[config.mk]
export PLATFORM = sky130hd
export DESIGN_NAME = clk_reset_sequencer
export DESIGN_NICKNAME = d
export VERILOG_FILES = /design/src/rtl/clk_reset_seq_pkg.sv /design/src/rtl/clk_ce_divider.sv /design/src/rtl/clk_reset_sequencer.sv
export SDC_FILE = /design/constraint.sdc
export NUM_CORES = 1
export LEC_CHECK = 0
export CAP_MARGIN = 10
export CORE_MARGIN = 4
export CORE_UTILIZATION = 60
export CTS_CLUSTER_DIAMETER = 100
export CTS_CLUSTER_SIZE = 14
export DETAILED_ROUTE_END_ITERATION = 7
export DONT_BUFFER_PORTS = 1
export PLACE_DENSITY = 0.8
export SLEW_MARGIN = 20
export SYNTH_ARGS = -nofsm -noshare
export SYNTH_HDL_FRONTEND = slang
export SYNTH_HIERARCHICAL = 1
export SYNTH_SLANG_ARGS = --single-unit
[constraint.sdc]
create_clock -name CLK -period 3.2 [get_ports CLK]
set_input_delay 0.32 -clock CLK [delete_from_list [all_inputs] [get_ports CLK]]
set_output_delay 0.32 -clock CLK [all_outputs]
set_load 0.05 [all_outputs]
[src/rtl/clk_reset_seq_pkg.sv]
// rtl/clk_reset_seq_pkg.sv - shared types and width helper for the clock/reset sequencer
package clk_reset_seq_pkg;

    typedef enum logic [1:0] {
        SEQ_HOLD  = 2'd0,
        SEQ_STAGE = 2'd1,
        SEQ_RUN   = 2'd2
    } seq_state_t;

    // Width of the shared hold/stage counter: must hold values up to max(RESET_DELAY, STAGE_GAP)
    function automatic int seq_cnt_w(input int reset_delay, input int stage_gap);
        int m;
        m = (reset_delay > stage_gap) ? reset_delay : stage_gap;
        return (m < 1) ? 1 : $clog2(m + 1);
    endfunction

endpackage

[src/rtl/clk_ce_divider.sv]
// rtl/clk_ce_divider.sv - per-channel clock-enable divider with phase preload and toggle output
module clk_ce_divider
    import clk_reset_seq_pkg::*;
#(
    parameter int CNT_W = 8
) (
    input  logic             CLK,
    input  logic             RST,
    input  logic             LOAD,
    input  logic             RELEASED,
    input  logic [CNT_W-1:0] RATIO,
    input  logic [CNT_W-1:0] PHASE,
    output logic             CE,
    output logic             TOGGLE
);

    localparam logic [CNT_W-1:0] ONE = CNT_W'(1);

    logic [CNT_W-1:0] ratio_eff;
    logic [CNT_W-1:0] phase_eff;
    logic [CNT_W-1:0] ratio_q;
    logic [CNT_W-1:0] cnt_q;
    logic             toggle_q;
    logic             wrap;

    // Sanitise the load values: ratio 0 behaves as 1, phase is clamped into [0, ratio-1]
    always_comb begin
        ratio_eff = (RATIO == '0) ? ONE : RATIO;
        phase_eff = (PHASE >= ratio_eff) ? (ratio_eff - ONE) : PHASE;
    end

    assign wrap   = (cnt_q == (ratio_q - ONE));
    assign CE     = RELEASED && wrap;
    assign TOGGLE = toggle_q;

    // Capture settings on the release edge, then count and toggle while released
    always_ff @(posedge CLK) begin
        if (RST) begin
            ratio_q  <= ONE;
            cnt_q    <= '0;
            toggle_q <= 1'b0;
        end else if (LOAD) begin
            ratio_q <= ratio_eff;
            cnt_q   <= phase_eff;
        end else if (RELEASED) begin
            cnt_q    <= wrap ? '0 : (cnt_q + ONE);
            toggle_q <= toggle_q ^ wrap;
        end
    end

endmodule

[src/rtl/clk_reset_sequencer.sv]
// rtl/clk_reset_sequencer.sv - staged per-channel reset release with clock-enable dividers; soft reset when CLK_RESET_SEQ_SOFT_RST_EN is defined
module clk_reset_sequencer
    import clk_reset_seq_pkg::*;
#(
    parameter int NUM_CH      = 4,
    parameter int CNT_W       = 8,
    parameter int RESET_DELAY = 4,
    parameter int STAGE_GAP   = 2
) (
    input  logic                    CLK,
    input  logic                    RST,
    input  logic [NUM_CH*CNT_W-1:0] DIV_RATIO,
    input  logic [NUM_CH*CNT_W-1:0] PHASE,
    input  logic                    SOFT_RST_REQ,
    output logic                    SOFT_RST_ACK,
    output logic [NUM_CH-1:0]       CH_RST,
    output logic [NUM_CH-1:0]       CH_RSTN,
    output logic [NUM_CH-1:0]       CH_CE,
    output logic [NUM_CH-1:0]       CH_TOGGLE,
    output logic                    ALL_READY
);

    localparam int SEQ_CNT_W = seq_cnt_w(RESET_DELAY, STAGE_GAP);
    localparam int IDX_W     = (NUM_CH > 1) ? $clog2(NUM_CH) : 1;

    localparam logic [SEQ_CNT_W-1:0] HOLD_LAST  = SEQ_CNT_W'(RESET_DELAY);
    localparam logic [SEQ_CNT_W-1:0] STAGE_LAST = SEQ_CNT_W'(STAGE_GAP - 1);
    localparam logic [SEQ_CNT_W-1:0] CNT_ONE    = SEQ_CNT_W'(1);
    localparam logic [IDX_W-1:0]     IDX_LAST   = IDX_W'(NUM_CH - 1);
    localparam logic [IDX_W-1:0]     IDX_ONE    = IDX_W'(1);

    seq_state_t            state_q, state_d;
    logic [SEQ_CNT_W-1:0]  cnt_q, cnt_d;
    logic [IDX_W-1:0]      idx_q, idx_d;
    logic [NUM_CH-1:0]     ch_rst_q;
    logic [NUM_CH-1:0]     rel_vec;
    logic                  accept;
    logic                  div_rst;

    // Sequencer state, shared cycle counter and next-channel index
    always_ff @(posedge CLK) begin
        if (RST) begin
            state_q <= SEQ_HOLD;
            cnt_q   <= '0;
            idx_q   <= '0;
        end else begin
            state_q <= state_d;
            cnt_q   <= cnt_d;
            idx_q   <= idx_d;
        end
    end

    // Next-state decode: hold timer, staged releases, soft-reset acceptance in RUN
    always_comb begin
        state_d = state_q;
        cnt_d   = cnt_q;
        idx_d   = idx_q;
        rel_vec = '0;
        accept  = 1'b0;
        case (state_q)
            SEQ_HOLD: begin
                if (cnt_q == HOLD_LAST) begin
                    rel_vec[0] = 1'b1;
                    cnt_d      = '0;
                    idx_d      = IDX_ONE;
                    state_d    = (NUM_CH == 1) ? SEQ_RUN : SEQ_STAGE;
                end else begin
                    cnt_d = cnt_q + CNT_ONE;
                end
            end
            SEQ_STAGE: begin
                if (cnt_q == STAGE_LAST) begin
                    rel_vec[idx_q] = 1'b1;
                    cnt_d          = '0;
                    if (idx_q == IDX_LAST) begin
                        state_d = SEQ_RUN;
                    end else begin
                        idx_d = idx_q + IDX_ONE;
                    end
                end else begin
                    cnt_d = cnt_q + CNT_ONE;
                end
            end
            SEQ_RUN: begin
`ifdef CLK_RESET_SEQ_SOFT_RST_EN
                if (SOFT_RST_REQ) begin
                    accept  = 1'b1;
                    state_d = SEQ_HOLD;
                    cnt_d   = '0;
                    idx_d   = '0;
                end
`endif
            end
            default: begin
                state_d = SEQ_HOLD;
                cnt_d   = '0;
                idx_d   = '0;
            end
        endcase
    end

    // Per-channel reset flops: drop on their release strobe, all reassert on RST or soft reset
    always_ff @(posedge CLK) begin
        if (RST || accept) begin
            ch_rst_q <= '1;
        end else begin
            ch_rst_q <= ch_rst_q & ~rel_vec;
        end
    end

`ifdef CLK_RESET_SEQ_SOFT_RST_EN
    logic ack_q;

    // Acknowledge pulse is registered on the accepting edge; RST drops any pending pulse
    always_ff @(posedge CLK) begin
        if (RST) begin
            ack_q <= 1'b0;
        end else begin
            ack_q <= accept;
        end
    end

    assign SOFT_RST_ACK = ack_q;
`else
    logic unused_soft_rst_req;
    assign unused_soft_rst_req = SOFT_RST_REQ;
    assign SOFT_RST_ACK        = 1'b0;
`endif

    assign div_rst   = RST || accept;
    assign CH_RST    = ch_rst_q;
    assign CH_RSTN   = ~ch_rst_q;
    assign ALL_READY = (state_q == SEQ_RUN);

    for (genvar i = 0; i < NUM_CH; i++) begin : g_ch
        clk_ce_divider #(
            .CNT_W (CNT_W)
        ) u_div (
            .CLK      (CLK),
            .RST      (div_rst),
            .LOAD     (rel_vec[i]),
            .RELEASED (~ch_rst_q[i]),
            .RATIO    (DIV_RATIO[i*CNT_W +: CNT_W]),
            .PHASE    (PHASE[i*CNT_W +: CNT_W]),
            .CE       (CH_CE[i]),
            .TOGGLE   (CH_TOGGLE[i])
        );
    end

endmodule

==> results.cfg <==
[grt]
antenna_found_initial = 0
grt-ovfl-total = 0
grtUsageTotal_pct = 23.9
grt_pass1_wl_mm = 26.5
grt_max_degree = 90
grt_pass1_vias = 5788

[power_and_ir_drop]
p_int_mw = 1.86
p_sw_share_pct = 26.3
clockPowerShare_pct = 42.3
power.switching_mw = 0.663
combPwrFrac_pct = 16.7
max-vdd-ir-drop_v = 0.000308
seq_power_share_pct = 41.0
p_per_area_nw_per_um2 = 336
leakage_nw = 3.13

[clock_tree]
postCtsSetupRepairBufs = 0
clk_latency_ns = 0.35
cts_tree = done
htreeDepth = 3
ctsResizeCount = 0
clockBufferDepth = 2
path_clk_slew_ns = 0.06
clock-sinks = 79
cts_root_buf = clkbuf_16
postCtsHoldBufs = 0
numCtsBuffers = 9

[worst_setup_path]
required_ns = 2.88
crit_path_end_kind = output pin
setup.worst_path.start = g_ch[2].u_div/ratio_q[0]
cp-start-kind = flop
critPathKind = flop to output pin
arrival_ns = 2.50
rr_startpoint = g_ch[0].u_div/ratio_q[0]
cp_max_fo = 8

[sta]
setup_ws_ns = 0.376
grt_setup_unrepaired = no
finalSetupViolCount = 0
max_freq_mhz = 354
tightest_slew_ns = 0.562
tns_ns = 0
slew_violations = 0
finalHoldViolCount = 0
timing.final.crit_period_ns = 2.82
period_share_pct = 88.3
fin_skew_ns = 0.0101
relSlewSlack_pct = 62.5

[floorplanning]
coreArea_um2 = 11400
die_area_um2 = 13400
initial_utilization_pct = 61.2
rows = 39
die_x_um = 116
num_io_pins = 85
die_h_um = 116

[synthesis]
synth_common_cells = nor2_1, dfxtp_1, a21oi_1
synth.avg_cell_area_um2 = 7.88
syn_nets = 1005
mappedNetlistArea_um2 = 6990
async_flop_share_pct = 0
synthFlopType = dfxtp_1
synth-seq-cells = 79
synthCells = 886
synth_top_area_share_pct = 22.6
synth-seq-area-share_pct = 22.6
ys_top_cells_by_area = dfxtp_1, ha_1, mux2i_1
synth_area_leader_cell = dfxtp_1
yosys_warnings = 6
synth-edff-count = 0
ys_types = 57
yosysMostFrequentCell = nor2_1

[route]
wl_per_cell_um = 15.4
routed_via_density = 5.99
dr_total_vias = 6156
drc = 0
ant_nets = 0
drt_pass1_iterations = 5
routed_wl_mm = 15.8
drt_first_iter_violations = 297

[placement]
place_inst = 1012
portBuffers = 0
placed_area_um2 = 7200
gp_congestion = 0.908
hpwlAfterDp_mm = 11.8
dp_slack_ns = 0.0602

[finish]
areaGrowthSynthToFinish_pct = 7.47
final_nets = 999
diodes = 0
drive_above_1_share_pct = 10.5
instances_no_fill = 1028
design_area_um2 = 7510

[min_path]
min_from = RST
worstHoldPathType = input port to flop

[flow_run]
max_cap_violations = 0

[status]
status = complete, no violations
## flip-flops by register name, indices dropped and copies added, names as in the netlist
| signal | cells |
|---|---|
| CH_RST | 4 |
| cnt_q | 3 |
| g_ch.u_div/TOGGLE | 4 |
| g_ch.u_div/cnt_q | 32 |
| g_ch.u_div/ratio_q | 32 |
| idx_q | 2 |
| state_q | 2 |
## metal layers
layer / GRT usage [%] / vias to the layer above / wire (µm)
li1: - / 3148 / -
met1: 29.4 / 2845 / 7150
met2: 41.4 / 141 / 7610
met3: 5.33 / 22 / 822
met4: 7.81 / 0 / 218
met5: 0 / - / 0
## metrics by stage
step / utilization, % / hold slack [ns] / total power, mW
final: 65.7 / 0.0508 / 2.52
after global placement: 63.0 / 0.397 / 1.46
after global routing: 65.7 / 0.0268 / 2.64
after detailed placement: 63.0 / 0.398 / 1.47
after floorplan: - / 0.462 / 1.39
after CTS: 65.7 / 0.0270 / 2.55
## cell type report
| class | instances | area (µm²) |
|---|---|---|
| Clock buffer | 13 | 270 |
| Inverter | 66 | 248 |
| Timing Repair Buffer | 27 | 203 |
| Clock inverter | 3 | 40.0 |
| Multi-Input combinational cell | 697 | 4990 |
| Sequential cell | 79 | 1580 |
| Fill cell | 993 | 3910 |
| Tap cell | 143 | 179 |
## kinds of logic after synthesis
| kind of cell | count (synthesis) | share of synthesized area [%] |
|---|---|---|
| adder cells (fa/ha/maj) | 52 | 9.31 |
| XOR/XNOR | 52 | 6.52 |
| other | 1 | 0.0537 |
| AND/OR/NAND/NOR | 311 | 24.6 |
| flip-flops | 79 | 22.6 |
| AO/OA/AOI/OAI | 207 | 19.7 |
| buffers and inverters | 110 | 6.30 |
| multiplexers | 74 | 10.9 |
## critical path, cell delays in order, from the launching register on
cell and delay, ns:
dfxtp_1 0.44, inv_1 0.07, ha_1 0.30, xnor2_1 0.16, a21o_1 0.17, o21ai_0 0.23, nand4_1 0.33, nor3_2 0.22
buf_4 0.23
## power by group through the flow
stage	Clock (mW)	Sequential [mW]	Combinational, mW
floorplan	0	1.04	0.347
global placement	0	1.06	0.407
detailed placement	0	1.06	0.418
CTS	1.09	1.03	0.421
global route	1.13	1.04	0.474
finish	1.07	1.03	0.420
## cell usage in the layout, fill, tap and decap left out, types with 32 or more instances in the layout
| cell type | instances |
|---|---|
| o21ai_0 | 42 |
| a21oi_1 | 65 |
| nor2_1 | 89 |
| nor3_1 | 32 |
| dfxtp_1 | 79 |
| xnor2_1 | 32 |
| mux2i_1 | 57 |
| ha_1 | 52 |
| inv_1 | 62 |
| nand2_1 | 51 |
## path summary, 6_finish.rpt
kind | to | slack [ns] | cells past startpoint
worst max-delay path | CH_CE[2] | 0.38 | 8
worst min-delay path | g_ch[1].u_div/ratio_q[2] | 0.05 | 1
worst max register to register | g_ch[0].u_div/TOGGLE | 0.85 | 8
worst min register to register | g_ch[3].u_div/ratio_q[7] | 0.48 | 2
Power figures use the tool's default switching activity.
